**config.mk**
```make
export PLATFORM = sky130hd
export DESIGN_NAME = cpu_state_sequencer_flat
export DESIGN_NICKNAME = d
export VERILOG_FILES = /design/src/rtl/cpu_pkg.sv /design/src/rtl/cpu_state_sequencer_if.sv /design/src/rtl/sat_counter.sv /design/src/rtl/cpu_state_sequencer.sv /design/src/flat_wrapper.sv
export SDC_FILE = /design/constraint.sdc
export NUM_CORES = 1
export LEC_CHECK = 0
export CAP_MARGIN = 20
export CORE_MARGIN = 3
export CORE_UTILIZATION = 40
export DETAILED_ROUTE_END_ITERATION = 10
export PLACE_DENSITY_LB_ADDON = 0.05
export SLEW_MARGIN = 20
export SYNTH_ARGS = -nofsm -noshare
export SYNTH_HDL_FRONTEND = slang
export SYNTH_SLANG_ARGS = --single-unit
export TNS_END_PERCENT = 100
```
**constraint.sdc**
```tcl
create_clock -name clk -period 2.4 [get_ports clk]
set_input_delay 0.48 -clock clk [delete_from_list [all_inputs] [get_ports clk]]
set_output_delay 0.48 -clock clk [all_outputs]
set_load 0.03 [all_outputs]
```
**src/rtl/cpu_pkg.sv**
```systemverilog
// Shared definitions for the multicycle MIPS core: sequencer state encoding,
// opcode constants and the load classification used to stall EXEC1.
package cpu_pkg;

  typedef enum logic [3:0] {
    S_HALT   = 4'd0,
    S_FETCH  = 4'd1,
    S_DECODE = 4'd2,
    S_EXEC1  = 4'd3,
    S_EXEC2  = 4'd4
  } state_t;

  localparam logic [5:0]  OP_LW           = 6'b100011;
  // This core's encoding for LUI, which reads memory like the load group
  localparam logic [5:0]  OP_LUI          = 6'b011111;
  localparam logic [5:0]  LOAD_GROUP_MASK = 6'b111000;
  localparam logic [31:0] HALT_ADDR       = 32'h0000_0000;

  // The load group is every opcode sharing the top three bits of LW
  function automatic logic is_load(input logic [5:0] op);
    return ((op & LOAD_GROUP_MASK) == (OP_LW & LOAD_GROUP_MASK)) || (op == OP_LUI);
  endfunction

endpackage

```
**src/rtl/cpu_state_sequencer_if.sv**
```systemverilog
// Sequencer bundle: memory/multiplier status in, state code and counters out.
interface cpu_state_sequencer_if
  import cpu_pkg::*;
#(
  parameter int CNT_W = 32
);
  logic             waitrequest;
  logic [5:0]       opcode;
  logic             div_mult_busy;
  logic [31:0]      pc_next;
  state_t           state;
  logic             active;
  logic [CNT_W-1:0] instr_retired;
  logic [CNT_W-1:0] stall_cycles;

  modport master (
    input  waitrequest, opcode, div_mult_busy, pc_next,
    output state, active, instr_retired, stall_cycles
  );

  modport slave (
    output waitrequest, opcode, div_mult_busy, pc_next,
    input  state, active, instr_retired, stall_cycles
  );
endinterface

```
**src/rtl/sat_counter.sv**
```systemverilog
// Up-counter that sticks at all-ones instead of wrapping.
module sat_counter #(
  parameter int W = 32
) (
  input  logic         clk,
  input  logic         reset,
  input  logic         inc,
  output logic [W-1:0] q
);
  localparam logic [W-1:0] ONE = {{(W-1){1'b0}}, 1'b1};

  always_ff @(posedge clk or posedge reset) begin
    if (reset) begin
      q <= '0;
    end else if (inc && (q != '1)) begin
      q <= q + ONE;
    end
  end
endmodule

```
**src/rtl/cpu_state_sequencer.sv**
```systemverilog
// Multicycle state sequencer: HALT -> FETCH -> DECODE -> EXEC1 -> EXEC2 -> FETCH,
// with memory/multiplier stalls, jump-to-zero termination and perf counters.
module cpu_state_sequencer
  import cpu_pkg::*;
#(
  parameter int CNT_W = 32
) (
  input  logic                  clk,
  input  logic                  reset,
  cpu_state_sequencer_if.master bus
);
  state_t state_p0;
  logic   active_p0;
  logic   launched_p0;
  logic   hold;
  logic   retire;

  always_comb begin
    hold   = 1'b0;
    retire = 1'b0;
    case (state_p0)
      S_FETCH: hold = bus.waitrequest;
      S_EXEC1: hold = is_load(bus.opcode) && bus.waitrequest;
      S_EXEC2: begin
        hold   = bus.waitrequest || bus.div_mult_busy;
        retire = !(bus.waitrequest || bus.div_mult_busy);
      end
      default: ;
    endcase
  end

  // launched separates the power-on HALT (which launches) from the terminal HALT
  always_ff @(posedge clk or posedge reset) begin
    if (reset) begin
      state_p0    <= S_HALT;
      active_p0   <= 1'b0;
      launched_p0 <= 1'b0;
    end else begin
      case (state_p0)
        S_HALT: begin
          if (!launched_p0) begin
            state_p0    <= S_FETCH;
            launched_p0 <= 1'b1;
            active_p0   <= 1'b1;
          end else begin
            active_p0 <= 1'b0;
          end
        end
        S_FETCH:  if (!hold) state_p0 <= S_DECODE;
        S_DECODE: state_p0 <= S_EXEC1;
        S_EXEC1:  if (!hold) state_p0 <= S_EXEC2;
        S_EXEC2: begin
          if (!hold) begin
            if (bus.pc_next == HALT_ADDR) begin
              state_p0  <= S_HALT;
              active_p0 <= 1'b0;
            end else begin
              state_p0 <= S_FETCH;
            end
          end
        end
        default: begin
          state_p0  <= S_HALT;
          active_p0 <= 1'b0;
        end
      endcase
    end
  end

  sat_counter #(.W(CNT_W)) u_retired (
    .clk   (clk),
    .reset (reset),
    .inc   (retire),
    .q     (bus.instr_retired)
  );

  sat_counter #(.W(CNT_W)) u_stalls (
    .clk   (clk),
    .reset (reset),
    .inc   (hold),
    .q     (bus.stall_cycles)
  );

  assign bus.state  = state_p0;
  assign bus.active = active_p0;
endmodule

```
**src/flat_wrapper.sv**
```systemverilog
// flat-port wrapper written by rule: the top's interface ports become plain ports
module cpu_state_sequencer_flat import cpu_pkg::*;
#(
  parameter int CNT_W = 32
)
  (clk, reset, bus_waitrequest, bus_opcode, bus_div_mult_busy, bus_pc_next, bus_state, bus_active, bus_instr_retired, bus_stall_cycles);
  cpu_state_sequencer_if #(.CNT_W(CNT_W)) bus_i ();
  input  logic clk;
  input  logic reset;
  input wire logic [$bits(bus_i.waitrequest)-1:0] bus_waitrequest;
  input wire logic [$bits(bus_i.opcode)-1:0] bus_opcode;
  input wire logic [$bits(bus_i.div_mult_busy)-1:0] bus_div_mult_busy;
  input wire logic [$bits(bus_i.pc_next)-1:0] bus_pc_next;
  output wire logic [$bits(bus_i.state)-1:0] bus_state;
  output wire logic [$bits(bus_i.active)-1:0] bus_active;
  output wire logic [$bits(bus_i.instr_retired)-1:0] bus_instr_retired;
  output wire logic [$bits(bus_i.stall_cycles)-1:0] bus_stall_cycles;
  assign bus_i.waitrequest = bus_waitrequest;
  assign bus_i.opcode = bus_opcode;
  assign bus_i.div_mult_busy = bus_div_mult_busy;
  assign bus_i.pc_next = bus_pc_next;
  assign bus_state = bus_i.state;
  assign bus_active = bus_i.active;
  assign bus_instr_retired = bus_i.instr_retired;
  assign bus_stall_cycles = bus_i.stall_cycles;
  cpu_state_sequencer #(.CNT_W(CNT_W)) u_core (.clk(clk), .reset(reset), .bus(bus_i));
endmodule
```
==> results.toml, run 1 <==
[run_status]
status = "completed"

[sta]
maxSlewViolCount = 0
worst_pin_slew_ns = 0.7617
rsz0062_at_grt = "true"
min_period_over_period_pct = 95.84
fmax_mhz = 434.8
fin_crit_ns = 2.300
slew_headroom_pct = 48.79
setup_viol = 0
skew_ns = 0.01264
hold_violations = 0

[logic_synthesis]
synth_edf_count = 0
synth-main-ff-cell = "dfrtp_1"
synth_area_per_cell_um2 = 10.26
ys_ff_latch = 69
yosysSeqAreaShare_pct = 49.66
mappedNetlistNets = 383
syn_inst = 339
ys_async_sr_fraction_pct = 100.0
synthTopCellsByArea = "dfrtp_1, xnor2_1, xor2_1, nand4_1, nand3_1"
syn_area_um2 = 3477
synth.top_cell.area_share_pct = 49.66
yosys_warnings = 0
synth.most_common_cell = "dfrtp_1"
yosysTopAreaCell = "dfrtp_1"
synthTopCellsByCount = "dfrtp_1, xnor2_1, nand3_1, xor2_1"
yosysUniqueCellTypes = 44

[floorplanning]
die_w_um = 99.24
die_h_um = 99.24
start_util_pct = 41.69
die-area_um2 = 9848
core_area_um2 = 8341
io_pins = 111
rows = 33

[setup_path]
cp.depth = 7
critPathLaunchType = "input pin"
r2r-end = "u_core.u_retired.q[9]"
cp.required_ns = 2.66
cpLargestDelayFamily = "simple AND/OR/NAND/NOR gates"
cp_cell_sequence = "clkdlybuf4s50_1, or3b_2, o211a_1, or4_4, buf_8, nor3b_1, xnor2_1"
slowest_delay_ns = 0.50
cp_num_buf_inv = 2
slowest_stage = "or4_4"
critPathLaunch = "bus_opcode[5]"
regToRegStartpoint = "u_core.u_retired.q[0]"
arrival_ns = 2.56
path_class = "in2reg"
critPathMaxFanout = 8
worstRegToRegCells = 6
crit_end = "u_core.u_stalls.q[19]"
crit_path_end_kind = "flop"
timing.reg2reg.setup_slack_ns = 0.16

[finish]
syn2layout_area_growth_pct = 48.79
final_area_um2 = 5174
nets = 526
antenna_cells = 0
drive_above_1_share_pct = 13.37
utilization_pct = 62.03

[place]
dp_hpwl_um = 6564
gp_congestion = 0.8192
io_buffers = 109
placed_area_um2 = 4927

[worst_hold_path]
hold_class = "in2async"

[power_and_ir_drop]
seqPwrFrac_pct = 40.0
p_clk_share_pct = 28.5
p_sw_share_pct = 32.04
power.density_nw_per_um2 = 651.1
ir_drop_mv = 0.4002
comb_power_share_pct = 31.5
leakagePower_nw = 2.184
power.switching_mw = 1.079
intPower_mw = 2.290

[clocking]
post_cts_buffers = 0
cts_max_level = 3
clk_path_buf_depth = 2
clock-root-buffer = "clkbuf_8"
cts-buffers-inserted = 9
cts_hold_buf = 0
insertion_delay_ns = 0.34
cts_sinks = 69
cts_tree = "built"
clk_pin_slew_ns = 0.08

[global_route]
overflow = 0
antenna_found_initial = 0
grt_pass1_wl_um = 14790
track_usage_pct = 18.42
grt_max_degree = 38
grt_pass1_vias = 3017

[routing]
via_count = 3074
drc_errors = 0
wl_per_cell_um = 15.03
avgViaCountPerCell = 5.201
first_pass_iters = 4
routed_wl_um = 8880
drt_iter0_markers = 56
drtAntennaViolNets = 0

[run]
drv_cap = 0
==> placed cells by master (no fill, tap or decap), types with 3 or more instances in the layout <==
cell,synthesis,final
a31oi_1,3,3
xor2_1,26,26
clkdlybuf4s50_1,0,109
nor2_1,24,24
clkbuf_8,0,11
nand3_1,26,26
buf_4,1,27
and3_1,13,13
nor3_2,0,3
inv_1,9,8
nand2b_1,3,3
xnor2_1,34,34
and2_1,4,4
and4_1,10,10
dfrtp_1,69,67
nor4_1,12,12
nor3_1,17,13
nand2_1,20,20
nand4_1,24,24
==> worst register-to-register path, stage by stage (launching register included) <==
cell and delay [ns]:
dfrtp_1 0.35, ha_1 0.20, nand4_1 0.15, or4_1 0.46
o31ai_1 0.69, nor3_1 0.12, xor2_1 0.17
==> per-stage QoR <==
stage          setup TNS (ns)  power, mW  worst slack, ns  std cells  hold WS, ns
2_1_floorplan               0      1.925         0.006085        339       0.4666
6_report                    0      3.369          0.09996        591       0.4969
5_1_grt             -0.005914      3.560        -0.005914        591       0.5208
3_5_place_dp           -5.076      2.435          -0.3896        576       0.4895
4_1_cts                     0      3.407         0.009707        591       0.4971
3_3_place_gp           -3.866      2.419          -0.2979        576       0.4806
==> power groups by stage <==
stage / combinational (mW) / sequential (mW) / clock, mW
2_1_floorplan: 0.348 / 1.58 / 0
3_3_place_gp: 1.05 / 1.37 / 0
3_5_place_dp: 1.07 / 1.37 / 0
4_1_cts: 1.07 / 1.35 / 0.989
5_1_grt: 1.16 / 1.36 / 1.04
6_report: 1.06 / 1.35 / 0.961
==> cell type report <==
class,instances,area (µm²)
clock buffers,11,151.4
clock inverters,4,47.55
fillers,730,3167
inverters,9,33.78
multi-input cells,254,1732
flip-flops and latches,69,1729
well taps,105,131.4
repair buffers,139,1349
==> worst min-delay path by stage <==
stage / from / endpoint / slack, ns / depth (start not counted)
floorplan: u_core.launched_p0 / u_core.launched_p0 / 0.47 / 1
global placement: u_core.u_retired.q[25] / u_core.u_retired.q[25] / 0.48 / 1
detailed placement: u_core.u_retired.q[25] / u_core.u_retired.q[25] / 0.49 / 1
CTS: reset / u_core.u_retired.q[26] / 0.50 / 2
global route: reset / u_core.u_retired.q[26] / 0.52 / 2
finish: reset / u_core.u_retired.q[26] / 0.50 / 2
==> logic make-up after synthesis <==
group | synth area share [%]
AND/OR/NAND/NOR | 27.46
adder cells (fa/ha/maj) | 0.7196
XOR/XNOR | 15.58
other | 0.1078
flip-flops | 49.66
AO/OA/AOI/OAI | 3.958
multiplexers | 0.6477
buffers and inverters | 1.871
==> per-layer routing <==
metal  vias up  global-route usage, %  routed length (µm)
met5         -                      0                   0
met4         0                  6.303                 100
met3         9                  4.278                 566
met2        91                  28.00                3980
met1      1469                  25.92                4233
li1       1505                      -                   -
==> registers in the layout (all words and copies together) (netlist names) <==
signal	cells
u_core.bus.state	3
u_core.launched_p0	1
u_core.u_stalls.q	32
u_core.u_retired.q	32
u_core.bus.active	1
==> what timing repair did <==
| item | 4_1_cts | 5_1_grt |
|---|---|---|
| gates resized for setup | 2 | 8 |
| setup endpoints to repair | 2 | 10 |
| pin swaps | 0 | 2 |
Power figures use the tool's default switching activity.
==> run 2: changes to the inputs <==
Settings changed: RECOVER_POWER set to 25.
==> run 2 against run 1 <==
Compared with the run above:
- power decreased by 0.48%
- setup slack worse by 0.0021 ns
- critical path depth is the same
- sequential power about the same
- wire length decreased by 0.20%
- cell area down 0.44%
- die area did not move
- clock skew about the same
- clock power about the same
- non-clock buffer count unchanged
==> results.toml, run 2 (synthesized netlist as in run 1, its figures left out) <==
[power_and_ir_drop]
totalPowerFinal_mw = 3.352
ir_drop_mv = 0.3997
p_sw_share_pct = 32.04
power.density_nw_per_um2 = 650.8
leakagePower_nw = 2.172
seqPwrFrac_pct = 40.1
comb_power_share_pct = 31.3
intPower_mw = 2.278
p_clk_share_pct = 28.6
power.switching_mw = 1.074

[floorplanning]
start_util_pct = 41.69
io_pins = 111
core_area_um2 = 8341
die_h_um = 99.24
die-area_um2 = 9848
rows = 33
die_w_um = 99.24

[setup_path]
critPathMaxFanout = 8
cp_cell_sequence = "clkdlybuf4s50_1, or3b_2, o211a_1, or4_4, buf_8, nor3_2, xor2_1"
slowest_delay_ns = 0.50
r2r-end = "u_core.u_retired.q[22]"
path_class = "in2reg"
critPathLaunchType = "input pin"
slowest_stage = "or4_4"
cp.required_ns = 2.66
regToRegStartpoint = "u_core.bus.state[0]"
crit_path_end_kind = "flop"
arrival_ns = 2.56
timing.reg2reg.setup_slack_ns = 0.15
worstRegToRegCells = 5

[global_route]
track_usage_pct = 18.42
overflow = 0
grt_pass1_wl_um = 14790
grt_max_degree = 38
antenna_found_initial = 0
grt_pass1_vias = 3017

[run_status]
status = "completed"

[routing]
avgViaCountPerCell = 5.220
drt_iter0_markers = 59
drc_errors = 0
first_pass_iters = 4
drtAntennaViolNets = 0
routed_wl_um = 8862
wl_per_cell_um = 14.99
via_count = 3085

[finish]
antenna_cells = 0
nets = 526
drive_above_1_share_pct = 12.76
mostFrequentLayoutCells = "clkdlybuf4s50_1, dfrtp_1, xnor2_1"
final_area_um2 = 5151
syn2layout_area_growth_pct = 48.15
final_common_cell = "clkdlybuf4s50_1"

[clocking]
cts_tree = "built"
cts-buffers-inserted = 9
clk_pin_slew_ns = 0.07
clk_path_buf_depth = 2
post_cts_buffers = 0
clock-root-buffer = "clkbuf_8"
cts_sinks = 69
cts_max_level = 3
insertion_delay_ns = 0.34

[place]
io_buffers = 109
placed_area_um2 = 4927
dp_hpwl_um = 6564
gp_congestion = 0.8192

[sta]
rsz0062_at_grt = "true"
slew_headroom_pct = 41.22
min_period_over_period_pct = 95.92
finalSetupTns_ns = 0
setup_viol = 0
skew_ns = 0.01262
hold_violations = 0
fin_crit_ns = 2.302
fmax_mhz = 434.4
maxSlewViolCount = 0
worst_pin_slew_ns = 0.8808

[worst_hold_path]
min_delay_path_depth = 1
whs_endpoint = "u_core.u_retired.q[25]"
hold_class = "reg2reg"
min_from = "u_core.u_retired.q[25]"

[run]
drv_cap = 0
-- run 2: cell type report --
type	count	area, µm²
fill	736	3189
multi-input combinational	254	1732
sequential	69	1729
timing repair buffer	139	1326
clock buffer	11	151.4
tap	105	131.4
clock inverter	4	47.55
inverter	9	33.78
-- run 2: metrics by stage --
step	setup slack [ns]	utilization [%]	std cells	hold slack [ns]
2_1_floorplan	0.006085	-	339	0.4666
3_3_place_gp	-0.2979	59.08	576	0.4806
3_5_place_dp	-0.3896	59.08	576	0.4895
4_1_cts	0.009707	61.58	591	0.4971
5_1_grt	-0.005914	61.76	591	0.5242
6_report	0.09787	61.76	591	0.4963
-- run 2: power groups by stage --
stage / registers [mW] / clock network (mW) / logic, mW
floorplan: 1.58 / 0 / 0.348
global route: 1.36 / 1.04 / 1.15
finish: 1.35 / 0.958 / 1.05
global placement: 1.37 / 0 / 1.05
detailed placement: 1.37 / 0 / 1.07
CTS: 1.35 / 0.989 / 1.07
-- run 2: per-layer routing --
metal	share of wire [%]	track usage, %
met4	1.2	6.303
met1	47	25.92
met2	45	28.00
met5	0	0
met3	7.0	4.278
-- run 2: how the worst max path moves through the flow --
| stage | startpoint | end | slack, ns |
|---|---|---|---|
| floorplan | u_core.bus.state[0] | u_core.u_retired.q[22] | 0.006 |
| global placement | bus_opcode[5] | u_core.u_stalls.q[21] | -0.30 |
| detailed placement | bus_opcode[5] | u_core.u_stalls.q[21] | -0.39 |
| CTS | bus_opcode[5] | u_core.u_stalls.q[25] | 0.01 |
| global route | u_core.u_retired.q[0] | u_core.u_retired.q[7] | -0.006 |
| finish | bus_opcode[5] | u_core.u_stalls.q[23] | 0.1 |
-- run 2: critical path: cells and delay by family --
family          cells  cell delay (ns)
compound gates      1             0.16
simple gates        3             1.13
buf+inv             2             0.62
xor+xnor            1             0.17
-- run 2: repair_timing --
item,4_1_cts,5_1_grt
setup endpoints to repair,2,10
pin swaps,0,2
gates resized for setup,2,8
hold buffers,0,0
